===== src/rtl/if_fetch_unit.sv =====
// Instruction-fetch stage: fetch PC, synchronous imem read issue, one-entry skid
// buffer for the word in flight during a stall, and the IF/ID pipeline register.
module if_fetch_unit #(
  parameter int unsigned           NB_PC      = 32,
  parameter int unsigned           NB_INSTR   = 32,
  parameter logic [NB_PC-1:0]      RESET_PC   = '0,
  parameter logic [NB_INSTR-1:0]   HALT_INSTR = '1
) (
  input  logic                i_clk,
  input  logic                i_rst_n,
  input  logic                i_start,
  input  logic [NB_PC-1:0]    i_next_pc,
  input  logic                i_redirect,
  input  logic                i_stall,
  output logic [NB_PC-1:0]    o_pc_plus4,
  output logic [NB_PC-1:0]    o_imem_addr,
  output logic                o_imem_rd,
  input  logic [NB_INSTR-1:0] i_imem_data,
  output logic [NB_INSTR-1:0] o_instr,
  output logic [NB_PC-1:0]    o_pc,
  output logic                o_valid,
  output logic                o_halted
);

  typedef enum logic [1:0] {
    ST_IDLE,
    ST_FETCH,
    ST_HALT
  } state_t;

  state_t              state;
  state_t              state_nxt;
  logic [NB_PC-1:0]    pc;
  logic                inf;
  logic [NB_PC-1:0]    inf_pc;
  logic                sk_v;
  logic [NB_INSTR-1:0] sk_instr;
  logic [NB_PC-1:0]    sk_pc;
  logic                fetching;
  logic                halt_load;
  logic                issue;

  assign fetching = (state == ST_FETCH);

  // The skid entry, when present, is always the next word to reach IF/ID.
  always_comb begin
    halt_load = 1'b0;
    if (fetching && !i_redirect && !i_stall) begin
      if (sk_v)
        halt_load = (sk_instr == HALT_INSTR);
      else if (inf)
        halt_load = (i_imem_data == HALT_INSTR);
    end
  end

  assign issue       = fetching & ~i_stall & ~sk_v & ~i_redirect & ~halt_load;
  assign o_imem_rd   = issue;
  assign o_imem_addr = pc;
  assign o_pc_plus4  = pc + NB_PC'(4);
  assign o_halted    = (state == ST_HALT);

  always_comb begin
    state_nxt = state;
    case (state)
      ST_IDLE:  if (i_start)   state_nxt = ST_FETCH;
      ST_FETCH: if (halt_load) state_nxt = ST_HALT;
      default:  state_nxt = state;
    endcase
  end

  always_ff @(posedge i_clk) begin
    if (!i_rst_n)
      state <= ST_IDLE;
    else
      state <= state_nxt;
  end

  always_ff @(posedge i_clk) begin
    if (!i_rst_n) begin
      pc       <= RESET_PC;
      inf      <= 1'b0;
      inf_pc   <= '0;
      sk_v     <= 1'b0;
      sk_instr <= '0;
      sk_pc    <= '0;
      o_valid  <= 1'b0;
      o_instr  <= '0;
      o_pc     <= '0;
    end else if (i_redirect) begin
      pc      <= i_next_pc;
      inf     <= 1'b0;
      sk_v    <= 1'b0;
      o_valid <= 1'b0;
    end else begin
      inf <= issue;
      if (issue) begin
        pc     <= i_next_pc;
        inf_pc <= pc;
      end
      // A halt load never issues, so the in-flight flag clears by itself;
      // a halt taken from the skid empties it on the same edge.
      if (i_stall) begin
        if (inf) begin
          sk_v     <= 1'b1;
          sk_instr <= i_imem_data;
          sk_pc    <= inf_pc;
        end
      end else if (sk_v) begin
        o_valid <= 1'b1;
        o_instr <= sk_instr;
        o_pc    <= sk_pc;
        sk_v    <= 1'b0;
      end else if (inf) begin
        o_valid <= 1'b1;
        o_instr <= i_imem_data;
        o_pc    <= inf_pc;
      end else begin
        o_valid <= 1'b0;
      end
    end
  end

endmodule


===== config.mk =====
export PLATFORM = sky130hd
export DESIGN_NAME = if_fetch_unit
export DESIGN_NICKNAME = d
export VERILOG_FILES = /design/src/rtl/if_fetch_unit.sv
export SDC_FILE = /design/constraint.sdc
export NUM_CORES = 1
export LEC_CHECK = 0
export CAP_MARGIN = 40
export CORE_MARGIN = 3
export CORE_UTILIZATION = 40
export DETAILED_ROUTE_END_ITERATION = 16
export PLACE_DENSITY = 0.76
export SETUP_SLACK_MARGIN = 0.4
export SLEW_MARGIN = 5
export SYNTH_ARGS = -nofsm -noshare
export SYNTH_HDL_FRONTEND = slang
export SYNTH_SLANG_ARGS = --single-unit

===== constraint.sdc =====
create_clock -name i_clk -period 2.16 [get_ports i_clk]
set_input_delay 0.324 -clock i_clk [delete_from_list [all_inputs] [get_ports i_clk]]
set_output_delay 0.324 -clock i_clk [all_outputs]
set_load 0.02 [all_outputs]

==> impl_metrics.yaml <==
floorplan:
  io_pins: 200
  rows: 52
  die_h_um: 150
  start_util: 0.409
  die_area_mm2: 0.0225
  dieWidth_um: 150
  core-area_mm2: 0.0203
route:
  antenna_left: 0
  first_iter_violations: 387
  first_pass_iters: 5
  finalWirelength_um: 24800
  avgViaCountPerCell: 5.07
  num_vias: 7587
  post_drt_wl_per_cell_um: 16.6
  drc: 0
layout:
  fin_util: 0.618
  multiInputGateArea_mm2: 0.00453
  seq_area_mm2: 0.00398
  area_growth_pct: 51.0
  fin_nets: 1282
  n_fill_cell: 1668
  drive_gt1_frac: 0.224
placement:
  gp_congestion: 0.819
  dp_hpwl_um: 16000
  io_buffers: 199
  place_ws_ns: -0.558
critical_path:
  critPathLaunchType: "flop"
  worstPathArrival_ns: 2.29
  endpoint_kind: "primary output"
  cp.required_ns: 1.84
  path_class: "flop to primary output"
  startpoint: "o_imem_addr[2]"
  cp_max_fo: 6
  reg2reg_from: "inf"
yosys:
  synth_commonest_cells: "nand2_1 (268), dfxtp_1 (197), mux2i_1 (127)"
  netlist.area_leader.share: 0.475
  syn_area_mm2: 0.00831
  synth_top_flop_cell: "dfxtp_1"
  async_flop_share: 0
  synth_seq_area_share: 0.475
  synthCells: 941
  syn_area_per_cell_um2: 8.83
  synth_edf_count: 0
  synth.distinct_cells: 39
  yosys.area.top_type: "dfxtp_1"
  synth_seq_cells: 197
  synth_warnings: 0
  syn_nets: 1011
  netlist_top_cells_area: "dfxtp_1 (47%), mux2i_1 (15%), nand2_1 (12%)"
  yosysMostFrequentCell: "nand2_1"
power:
  peakVddDrop_mv: 0.534
  p_leak_nw: 5.68
  power_density_mw_per_mm2: 629
flow_run:
  cap_violations: 0
sta:
  worstMarginPinSlew_ns: 0.585
  fin_crit_ns: 2.62
  report.final.slew_viol_count: 0
  timing.fmax_mhz: 382
  rsz0062_at_grt: "true"
  finClkSkew_ns: 0.0117
  fin_crit_sh: 1.21
  whs_ns: 0.314
  setup_viol: 24
  final-hold-violation-count: 0
  tns_ns: -7.11
  slew_headroom: 0.610
  setup_slack_ns: -0.458
global_route:
  grt_pass1_wl_um: 38000
  grt_max_degree: 133
  grt_pass1_vias: 7322
  grt_use_total: 0.211
  antenna_found_initial: 0
  overflow: 0
clock_tree:
  ctsHtreeMaxLevel: 4
  root_buffer: "clkbuf_16"
  cts_sinks: 197
  cts_buffers: 17
  cts_buffer_depth: 2
  clk_pin_slew_ns: 0.07
  clkLatencyLatePin_ns: 0.43
  cts_tree: "built"
status:
  failed_checks: "setup timing"
  run_status: "finished, violations left"
min_path:
  min-delay-path-class: "input pin to flop"
  hp-start: "i_imem_data[16]"
## final timing paths
check | slack, ns | depth (start not counted) | to
worst max register to register | 0.25 | 9 | o_imem_addr[31]
worst max-delay path | -0.46 | 7 | o_pc_plus4[28]
worst min register to register | 0.45 | 2 | sk_pc[9]
worst min-delay path | 0.31 | 4 | sk_instr[16]
## worst max-delay path, cell delays in order (launching register included)
cell and delay (ns):
dfxtp_4 0.37, ha_4 0.15, nand3_4 0.09, or3_4 0.35, or3_4 0.44, nor3_4 0.17
xor2_2 0.15, buf_4 0.15
## stage by stage
step           total power, mW  instances  area (um2)
2_1_floorplan             4.23        941        8440
3_3_place_gp              4.74       1434       11300
3_5_place_dp              4.75       1434       11300
4_1_cts                   7.91       1483       12200
5_1_grt                   8.16       1495       12500
6_report                  7.90       1496       12500
## power by group
part / internal (mW) / switching (mW) / total, mW
Clock: 1.74 / 1.45 / 3.19
Combinational: 0.466 / 0.495 / 0.962
Sequential: 3.69 / 0.0509 / 3.74
## cell families (layout without fill, tap and decap cells)
| group | count (synthesis) | count (layout) | synth area share |
|---|---|---|---|
| simple gates | 379 | 379 | 0.191 |
| flops | 197 | 197 | 0.475 |
| compound gates | 133 | 133 | 0.111 |
| mux | 127 | 127 | 0.153 |
| buf+inv | 76 | 360 | 0.0395 |
| xor+xnor | 28 | 28 | 0.0295 |
| fa+ha+maj | 1 | 1 | 0.00151 |
| other cells | 0 | 1 | 0 |
## routing by layer
| metal | part of all wire | wire (um) | track usage | vias to the layer above |
|---|---|---|---|---|
| li1 | - | - | - | 3758 |
| met1 | 0.44 | 11000 | 0.270 | 3598 |
| met2 | 0.49 | 12200 | 0.364 | 206 |
| met3 | 0.054 | 1330 | 0.0455 | 25 |
| met4 | 0.013 | 318 | 0.0535 | 0 |
| met5 | 0 | 0 | 0 | - |
## state kept, by name, summed over array words and instances, names as in the netlist
name	flops
inf_pc	32
o_instr	32
o_imem_addr	32
inf	1
sk_instr	32
sk_pc	32
o_valid	1
state	2
sk_v	1
o_pc	32
## repair_timing
item,in CTS,in global routing
endpoints found under the hold margin,0,0
setup buffers,14,11
resized for setup,278,70
hold buffers,0,0
pin swaps,26,21
cloned,3,1
endpoints found under the setup margin,137,164
## layout by cell type (no fill, tap or decap), types with 3 or more instances in the layout
master           instances
buf_6                   22
nand3_2                  4
mux2i_1                118
clkbuf_16               18
nor2_4                   9
clkinv_2                 3
xor2_1                   3
dlygate4sd2_1           64
dfxtp_4                  5
inv_6                    5
dlymetal6s2s_1          23
nand2_1                264
or3_4                    3
nand4_1                 20
a211oi_1                33
xor2_2                   5
nor3_2                   3
nand3_4                  3
o211a_1                 30
xnor2_1                  8
buf_12                   8
nor2_1                  41
mux2i_4                  7
dfxtp_2                 11
xnor2_2                 12
nor3_4                   4
buf_16                   3
clkdlybuf4s50_1         81
nand2_4                  3
inv_1                    5
a21oi_1                 63
nand3_1                  6
clkinv_4                 4
dfxtp_1                181
buf_4                  117
## cell type report
| type | instances | area share |
|---|---|---|
| Clock buffer | 17 | 0.0339 |
| Clock inverter | 15 | 0.0134 |
| Sequential cell | 197 | 0.317 |
| Timing Repair Buffer | 321 | 0.245 |
| Inverter | 7 | 0.00219 |
| Tap cell | 270 | 0.0269 |
| Multi-Input combinational cell | 668 | 0.361 |
| Antenna cell | 1 | 0.000199 |
Power figures use the tool's default switching activity.
